**src/rtl/alu_trace_buffer.sv**
```systemverilog
// Trace capture stage behind alu_regfile: samples ALU result/dest/flags, waits for a trigger,
// stores a bounded run in a show-ahead FIFO and drains it through a valid/ready read port.

package alu_trace_buffer_pkg;

    localparam int unsigned DATA_W = 16;
    localparam int unsigned REG_W  = 3;
    localparam int unsigned FLAG_W = 5;

    typedef struct packed {
        logic [FLAG_W-1:0] flags;
        logic [REG_W-1:0]  dest_reg;
        logic [DATA_W-1:0] alu_bus;
    } sample_t;

    typedef enum logic [1:0] {
        ST_IDLE    = 2'd0,
        ST_ARMED   = 2'd1,
        ST_CAPTURE = 2'd2,
        ST_DONE    = 2'd3
    } state_t;

endpackage

module alu_trace_buffer
    import alu_trace_buffer_pkg::*;
#(
    parameter int unsigned DEPTH_LOG2  = 4,
    parameter int unsigned CAPTURE_LEN = 16
) (
    input  logic                  clk,
    input  logic                  reset,
    input  logic                  arm,
    input  logic                  stop,
    input  logic                  trig_en,
    input  logic [15:0]           trig_value,
    input  logic [15:0]           alu_bus,
    input  logic [2:0]            dest_reg,
    input  logic [4:0]            flags,
    input  logic                  rd_ready,
    output logic                  rd_valid,
    output logic [23:0]           rd_data,
    output logic [DEPTH_LOG2:0]   count,
    output logic [15:0]           dropped,
    output logic [1:0]            state
);

    localparam int unsigned DEPTH  = 1 << DEPTH_LOG2;
    localparam int unsigned CNT_W  = DEPTH_LOG2 + 1;
    localparam int unsigned SLOT_W = 16;

    state_t                 state_q;
    state_t                 state_d;
    logic [DEPTH_LOG2-1:0]  wr_ptr_q;
    logic [DEPTH_LOG2-1:0]  rd_ptr_q;
    logic [CNT_W-1:0]       count_q;
    logic [CNT_W-1:0]       count_d;
    logic                   valid_q;
    logic [15:0]            dropped_q;
    logic [SLOT_W-1:0]      slot_q;
    sample_t                mem [DEPTH];

    sample_t                sample_in;
    logic                   wr_req;
    logic                   slot_first;
    logic                   slot_next;
    logic                   run_clear;
    logic                   pop;
    logic                   full;
    logic                   hit;
    logic                   wr_en;
    logic                   drop;

    assign sample_in = {flags, dest_reg, alu_bus};
    assign pop       = valid_q && rd_ready;
    assign full      = (count_q == CNT_W'(DEPTH));
    assign hit       = !trig_en || (alu_bus == trig_value);
    // A full FIFO still accepts the slot when the head leaves in the same cycle.
    assign wr_en     = wr_req && (!full || pop);
    assign drop      = wr_req && !wr_en;

    // Next-state and slot control
    always_comb begin
        state_d    = state_q;
        wr_req     = 1'b0;
        slot_first = 1'b0;
        slot_next  = 1'b0;
        run_clear  = 1'b0;
        case (state_q)
            ST_IDLE, ST_DONE: begin
                if (arm) begin
                    state_d   = ST_ARMED;
                    run_clear = 1'b1;
                end
            end
            ST_ARMED: begin
                if (stop) begin
                    state_d = ST_DONE;
                end else if (hit) begin
                    wr_req     = 1'b1;
                    slot_first = 1'b1;
                    state_d    = (CAPTURE_LEN == 1) ? ST_DONE : ST_CAPTURE;
                end
            end
            ST_CAPTURE: begin
                if (stop) begin
                    state_d = ST_DONE;
                end else begin
                    wr_req    = 1'b1;
                    slot_next = 1'b1;
                    // slot_q holds slots already taken; this cycle is the last one
                    if (slot_q == SLOT_W'(CAPTURE_LEN - 1)) begin
                        state_d = ST_DONE;
                    end
                end
            end
            default: state_d = ST_IDLE;
        endcase
    end

    // Occupancy update
    always_comb begin
        count_d = count_q;
        case ({wr_en, pop})
            2'b10:   count_d = count_q + CNT_W'(1);
            2'b01:   count_d = count_q - CNT_W'(1);
            default: count_d = count_q;
        endcase
    end

    // Control registers
    always_ff @(posedge clk) begin
        if (reset) begin
            state_q   <= ST_IDLE;
            wr_ptr_q  <= '0;
            rd_ptr_q  <= '0;
            count_q   <= '0;
            valid_q   <= 1'b0;
            dropped_q <= '0;
            slot_q    <= '0;
        end else begin
            state_q <= state_d;
            count_q <= count_d;
            valid_q <= (count_d != '0);
            if (wr_en) begin
                wr_ptr_q <= wr_ptr_q + DEPTH_LOG2'(1);
            end
            if (pop) begin
                rd_ptr_q <= rd_ptr_q + DEPTH_LOG2'(1);
            end
            if (run_clear) begin
                dropped_q <= '0;
                slot_q    <= '0;
            end else begin
                if (slot_first) begin
                    slot_q <= SLOT_W'(1);
                end else if (slot_next) begin
                    slot_q <= slot_q + SLOT_W'(1);
                end
                if (drop && (dropped_q != 16'hFFFF)) begin
                    dropped_q <= dropped_q + 16'd1;
                end
            end
        end
    end

    // Sample storage; contents need no reset since pointers define validity
    always_ff @(posedge clk) begin
        if (wr_en) begin
            mem[wr_ptr_q] <= sample_in;
        end
    end

    assign rd_data  = mem[rd_ptr_q];
    assign rd_valid = valid_q;
    assign count    = count_q;
    assign dropped  = dropped_q;
    assign state    = state_q;

endmodule

```
**config.mk**
```make
export PLATFORM = sky130hd
export DESIGN_NAME = alu_trace_buffer
export DESIGN_NICKNAME = d
export VERILOG_FILES = /design/src/rtl/alu_trace_buffer.sv
export SDC_FILE = /design/constraint.sdc
export NUM_CORES = 1
export LEC_CHECK = 0
export CORE_MARGIN = 4
export CORE_UTILIZATION = 59
export CTS_CLUSTER_DIAMETER = 40
export CTS_CLUSTER_SIZE = 25
export DETAILED_ROUTE_END_ITERATION = 10
export GPL_TIMING_DRIVEN = 0
export PLACE_DENSITY_LB_ADDON = 0.1
export SYNTH_ARGS = -nofsm -noshare
export SYNTH_HDL_FRONTEND = slang
export SYNTH_SLANG_ARGS = --single-unit
```
**constraint.sdc**
```tcl
create_clock -name clk -period 4.4 [get_ports clk]
set_input_delay 0.44 -clock clk [delete_from_list [all_inputs] [get_ports clk]]
set_output_delay 0.44 -clock clk [all_outputs]
set_load 0.02 [all_outputs]
```
==> flow_summary.toml, run 1 <==
[outcome]
status = "finished, final reports clean"

[synthesis]
mappedNetlistNets = 914
syn_inst = 855
yosys_warnings = 0
synth_top_area_share_pct = 67.2
netlist-cell-type-count = 43
syn_area_per_cell_um2 = 20.1
synth_area_leader_cell = "edfxtp_1"
ys_seq_area_share_pct = 73.3
ys_seq_elements = 436
syn_area_mm2 = 0.0172
synth.area.top_cells = "edfxtp_1 (67%), mux4_2 (16%), dfxtp_1 (6.1%)"

[placed_design]
port_buffers = 92
dp_worst_setup_slack_ns = -0.471
place_hpwl_mm = 22.6
placed_area_mm2 = 0.0190
gp_congestion = 0.773

[routing]
drcViolationCount = 0
vias = 8583
dr.pass1.iters = 4
wl_per_cell_um = 25.2
antenna_left = 0
drtIter0Drc = 796
totalWireLength_mm = 36.1
vias_per_cell = 6.00

[power]
vdd_ir_drop_max_mv = 0.359
p_per_area_mw_per_mm2 = 478
p_leak_nw = 6.43

[hold_path]
hold-path-cell-count = 2
hold_start = "reset"
min_to = "count[4]"
hp-class = "in2reg"

[floorplan]
initial_core_util_pct = 59.8
die_area_mm2 = 0.0319
rows = 62
pin_count = 94
die_w_um = 179
core_region_area_mm2 = 0.0287
die_h_um = 179

[finish]
fin_util_pct = 71.5
area_delta_synth_final_pct = 19.7
postLayoutCellArea_mm2 = 0.0205
multi_input_area_mm2 = 0.00452
drive_gt1_share_pct = 23.9
fill_cells = 1739
most-common-layout-cells = "edfxtp_1 (384), mux4_2 (120), clkdlybuf4s50_1 (92), nor2_1 (52), dfxtp_1 (52)"
layout.cells.most_common = "edfxtp_1"
diodes = 0
regArea_mm2 = 0.0126
nNetsFinal = 1073

[flow_run]
drv_cap = 0

[critical_path]
cp_top_family = "buffers and inverters"
slowest_stage = "clkbuf_1"
worstPathArrival_ns = 3.79
cpMostUsedCell = "clkbuf_1"
cp-start-kind = "register"
timing.critical_path.buf_inv = 4
critPathMaxStageDelay_ns = 0.63
r2r-start = "state[1]"
r2r_cells = 7
rrSetupSlack_ns = 1.27
r2r_end = "mem[7][2]"
crit_required_ns = 3.96
crit_path_end_kind = "output port"
cp_max_fo = 10
worstSetupPathType = "reg2out"
path_cells = "clkbuf_1, clkbuf_1, clkbuf_1, mux4_2, mux4_2, clkdlybuf4s50_1"

[sta]
fin_crit_sh_pct = 96.1
hold_viol = 0
slew_headroom_pct = 27.1
drv_slew = 0
finClkSkew_ns = 0.0234
setup_viol = 0
fmax_mhz = 236
tightest_slew_ns = 1.09
fin_crit_ns = 4.23
rsz0062_at_grt = "false"
holdWs_ns = 0.320
fin_ws_ns = 0.170

[grt]
grt_pass1_vias = 8755
antenna_found_initial = 1
track_usage_pct = 23.5
overflow = 0
grt_max_degree = 25
grt_pass1_wl_mm = 54.5

[cts]
ctsHoldBuffers = 0
path_clk_slew_ns = 0.05
clk_path_buf_depth = 3
cts_tree = "done"
cts-buffers-inserted = 45
cts_sinks = 436
root_buffer = "clkbuf_16"
h-tree-depth = 2
clock_latency_ns = 0.54
-- area by class of cell --
class | instances | area share, %
Multi-Input combinational cell | 374 | 22.0
Buffer | 36 | 0.707
Sequential cell | 436 | 61.2
Clock inverter | 31 | 1.75
Timing Repair Buffer | 112 | 6.16
Tap cell | 384 | 2.34
Clock buffer | 49 | 5.61
Inverter | 9 | 0.165
-- worst reg2reg max path, cell delays in order (launching register included) --
cell and delay [ns]:
dfxtp_1 0.38, ha_1 0.27, nor2b_1 0.15, clkbuf_1 0.28, o21ai_0 0.21, a21oi_4 0.30, nand2_1 0.33, nor2_4 0.83
-- power by group --
part / internal [mW] / total, mW / switching (mW)
combinational: 0.671 / 1.37 / 0.696
sequential: 4.56 / 4.61 / 0.0521
clock: 2.19 / 3.83 / 1.64
-- how the worst max path moves through the flow --
stage	start	end	cells after the start
2_1_floorplan	trig_value[12]	mem[3][0]	6
3_3_place_gp	alu_bus[15]	mem[3][13]	7
3_5_place_dp	alu_bus[15]	mem[1][19]	9
4_1_cts	register	rd_data[11]	6
5_1_grt	alu_bus[15]	mem[4][22]	7
6_report	register	rd_data[19]	6
-- stage by stage --
step / total power, mW / setup TNS (ns) / instances
floorplan: 5.59 / 0 / 855
finish: 9.81 / 0 / 1431
CTS: 9.90 / 0 / 1431
detailed placement: 6.08 / -54.34 / 1351
global placement: 6.05 / -732.01 / 1331
global route: 10.2 / 0 / 1431
-- timing repair --
| action | in CTS | in global routing |
|---|---|---|
| resized for setup | 0 | 9 |
| setup endpoints to repair | 0 | 21 |
| setup buffers | 0 | 0 |
-- synthesized netlist by cell type (all sizes together) --
master,n
a21o,3
and2,3
nor3b,1
and4,3
buf,8
nor4,8
a221oi,1
nand4,15
nor4b,1
fa,1
nand2b,4
clkbuf,28
nand2,31
dfxtp,52
a22o,1
edfxtp,384
and3,4
mux2,1
a211o,1
o2111ai,1
mux2i,5
a32o,1
a41oi,1
inv,9
a211oi,2
nand3,8
xnor2,12
a21oi,12
o21ai,4
mux4,120
xor2,43
ha,12
nor2b,2
a21boi,1
nor3,7
a22oi,1
nor2,64
-- state kept, by name, summed over array words and instances, names as in the netlist, named ones only --
name and flops:
mem 384, state 2, slot_q 16, count 5, wr_ptr_q 4, rd_valid 1
dropped 16, rd_ptr_q 4
-- logic make-up (layout without fill, tap and decap cells) --
group | after synthesis | count (layout) | share of synthesized area (%)
adders and majority gates | 13 | 13 | 0.992
and+or+nand+nor | 151 | 151 | 4.34
xor gates and xnor gates | 55 | 55 | 2.81
buffers and inverters | 45 | 237 | 1.02
DFF | 436 | 436 | 73.3
AOI/OAI and AO/OA | 29 | 29 | 1.40
muxes | 126 | 126 | 16.1
-- routing by layer --
metal / part of all wire [%] / track usage, % / routed length, um
met1: 40 / 32.5 / 14400
met3: 6.6 / 4.45 / 2390
met2: 51 / 39.4 / 18400
met5: 0.036 / 0 / 13
met4: 2.4 / 5.95 / 877
Note: power is estimated with default switching activity, not from simulation.
==> inputs of run 2 (changes only) <==
--- a/config.mk
+++ b/config.mk
@@ -12,6 +12,7 @@
 export DETAILED_ROUTE_END_ITERATION = 10
 export GPL_TIMING_DRIVEN = 0
 export PLACE_DENSITY_LB_ADDON = 0.1
+export RECOVER_POWER = 50
 export SYNTH_ARGS = -nofsm -noshare
 export SYNTH_HDL_FRONTEND = slang
 export SYNTH_SLANG_ARGS = --single-unit
==> flow_summary.toml, run 2 (same netlist as run 1, synthesis figures left out) <==
[placed_design]
dp.cells = 1351
port_buffers = 92
gp_congestion = 0.773
place_hpwl_mm = 22.6

[sta]
holdWs_ns = 0.316
hold_viol = 0
slew_headroom_pct = 25.4
rsz0062_at_grt = "false"
finClkSkew_ns = 0.0221
tns_ns = 0
drv_slew = 0
fin_crit_sh_pct = 96.3
tightest_slew_ns = 1.11
setup_viol = 0
fin_crit_ns = 4.24
fmax_mhz = 236

[finish]
diodes = 0
fin_util_pct = 71.5
area_delta_synth_final_pct = 19.6
most-common-layout-cells = "edfxtp_1 (384), mux4_2 (120), nor2_1 (52), dfxtp_1 (52), dlygate4sd3_1 (48)"
layout.cells.non_filler = 1431
largest_register_ffs = 384
layout.cells.most_common = "edfxtp_1"
top_register = "mem"
drive_gt1_share_pct = 23.7
nNetsFinal = 1073

[critical_path]
rrSetupSlack_ns = 1.27
crit_path_end_kind = "output port"
cp_max_fo = 10
worstPathArrival_ns = 3.80
cp-start-kind = "register"
worstSetupPathType = "reg2out"
crit_required_ns = 3.96

[cts]
path_clk_slew_ns = 0.05
h-tree-depth = 2
cts_sinks = 436
clock_latency_ns = 0.54
post_cts_buffers = 0
ctsHoldBuffers = 0
root_buffer = "clkbuf_16"
cts_tree = "done"
cts-buffers-inserted = 45
clk_path_buf_depth = 3

[routing]
totalWireLength_mm = 36.1
wl_per_cell_um = 25.2
antenna_left = 0
drtIter0Drc = 824
vias = 8607
vias_per_cell = 6.01
drcViolationCount = 0
dr.pass1.iters = 5

[power]
vdd_ir_drop_max_mv = 0.359
p_leak_nw = 6.51
p_per_area_mw_per_mm2 = 477
power_mw = 9.79

[grt]
antenna_found_initial = 2
grt_pass1_wl_mm = 54.5
grt_max_degree = 25
track_usage_pct = 23.5
grt_pass1_vias = 8755
overflow = 0

[floorplan]
core_region_area_mm2 = 0.0287
pin_count = 94
die_w_um = 179
initial_core_util_pct = 59.8
die_area_mm2 = 0.0319
die_h_um = 179
rows = 62

[hold_path]
hp-class = "in2reg"

[outcome]
status = "finished, final reports clean"

[flow_run]
drv_cap = 0
-- run 2: cell types whose count changed in the layout (fill, tap and decap cells not counted), sizes merged --
cell           change
clkdlybuf4s50     -48
dlygate4sd3       +48
-- run 2: metal layers --
layer  global-route usage [%]  wire (um)  part of all wire [%]  up-vias
met3                     4.45       2450                   6.8       68
met2                     39.4      18500                    51      286
met4                     5.95        858                   2.4        4
met1                     32.5      14300                    40     4455
li1                         -          -                     -     3794
met5                        0         24                 0.067        -
-- run 2: power by group --
group          switching, mW  total, mW  internal, mW  leakage [nW]
Clock                   1.63       3.83          2.19         0.731
Sequential            0.0507       4.61          4.56          3.87
Combinational          0.693       1.35         0.656          1.91
Total                   2.38       9.79          7.41          6.51
-- run 2: timing repair --
| action | 4_1_cts | 5_1_grt |
|---|---|---|
| resized for setup | 0 | 9 |
| setup endpoints to repair | 0 | 21 |
| endpoints found under the hold margin | 0 | 0 |
-- run 2: cell type report --
cell class / count / area [um^2]
Inverter: 9 / 33.8
Timing Repair Buffer: 112 / 1260
Fill cell: 1741 / 8190
Sequential cell: 436 / 12600
Buffer: 36 / 145
Tap cell: 384 / 480
Clock buffer: 49 / 1150
Clock inverter: 31 / 359
Multi-Input combinational cell: 374 / 4500
-- run 2: worst max-delay path: stages, from the launching register on --
cell and delay (ns):
dfxtp_1 0.36, clkbuf_1 0.22, clkbuf_1 0.58, clkbuf_1 0.64, mux4_2 0.42, mux4_2 0.51, clkdlybuf4s50_1 0.55
-- run 2: worst paths after layout --
kind / startpoint / to / cells past startpoint
worst min register to register: slot_q[1] / slot_q[1] / 2
worst max register to register: state[0] / mem[4][22] / 8
worst max-delay path: register / rd_data[19] / 6
worst min-delay path: reset / count[4] / 2
-- run 2: stage by stage --
stage	setup WS (ns)	cell area [um^2]
floorplan	0.586	17200
global placement	-3.15	18600
detailed placement	-0.471	19000
CTS	0.00528	20500
global route	0.0882	20500
finish	0.161	20500
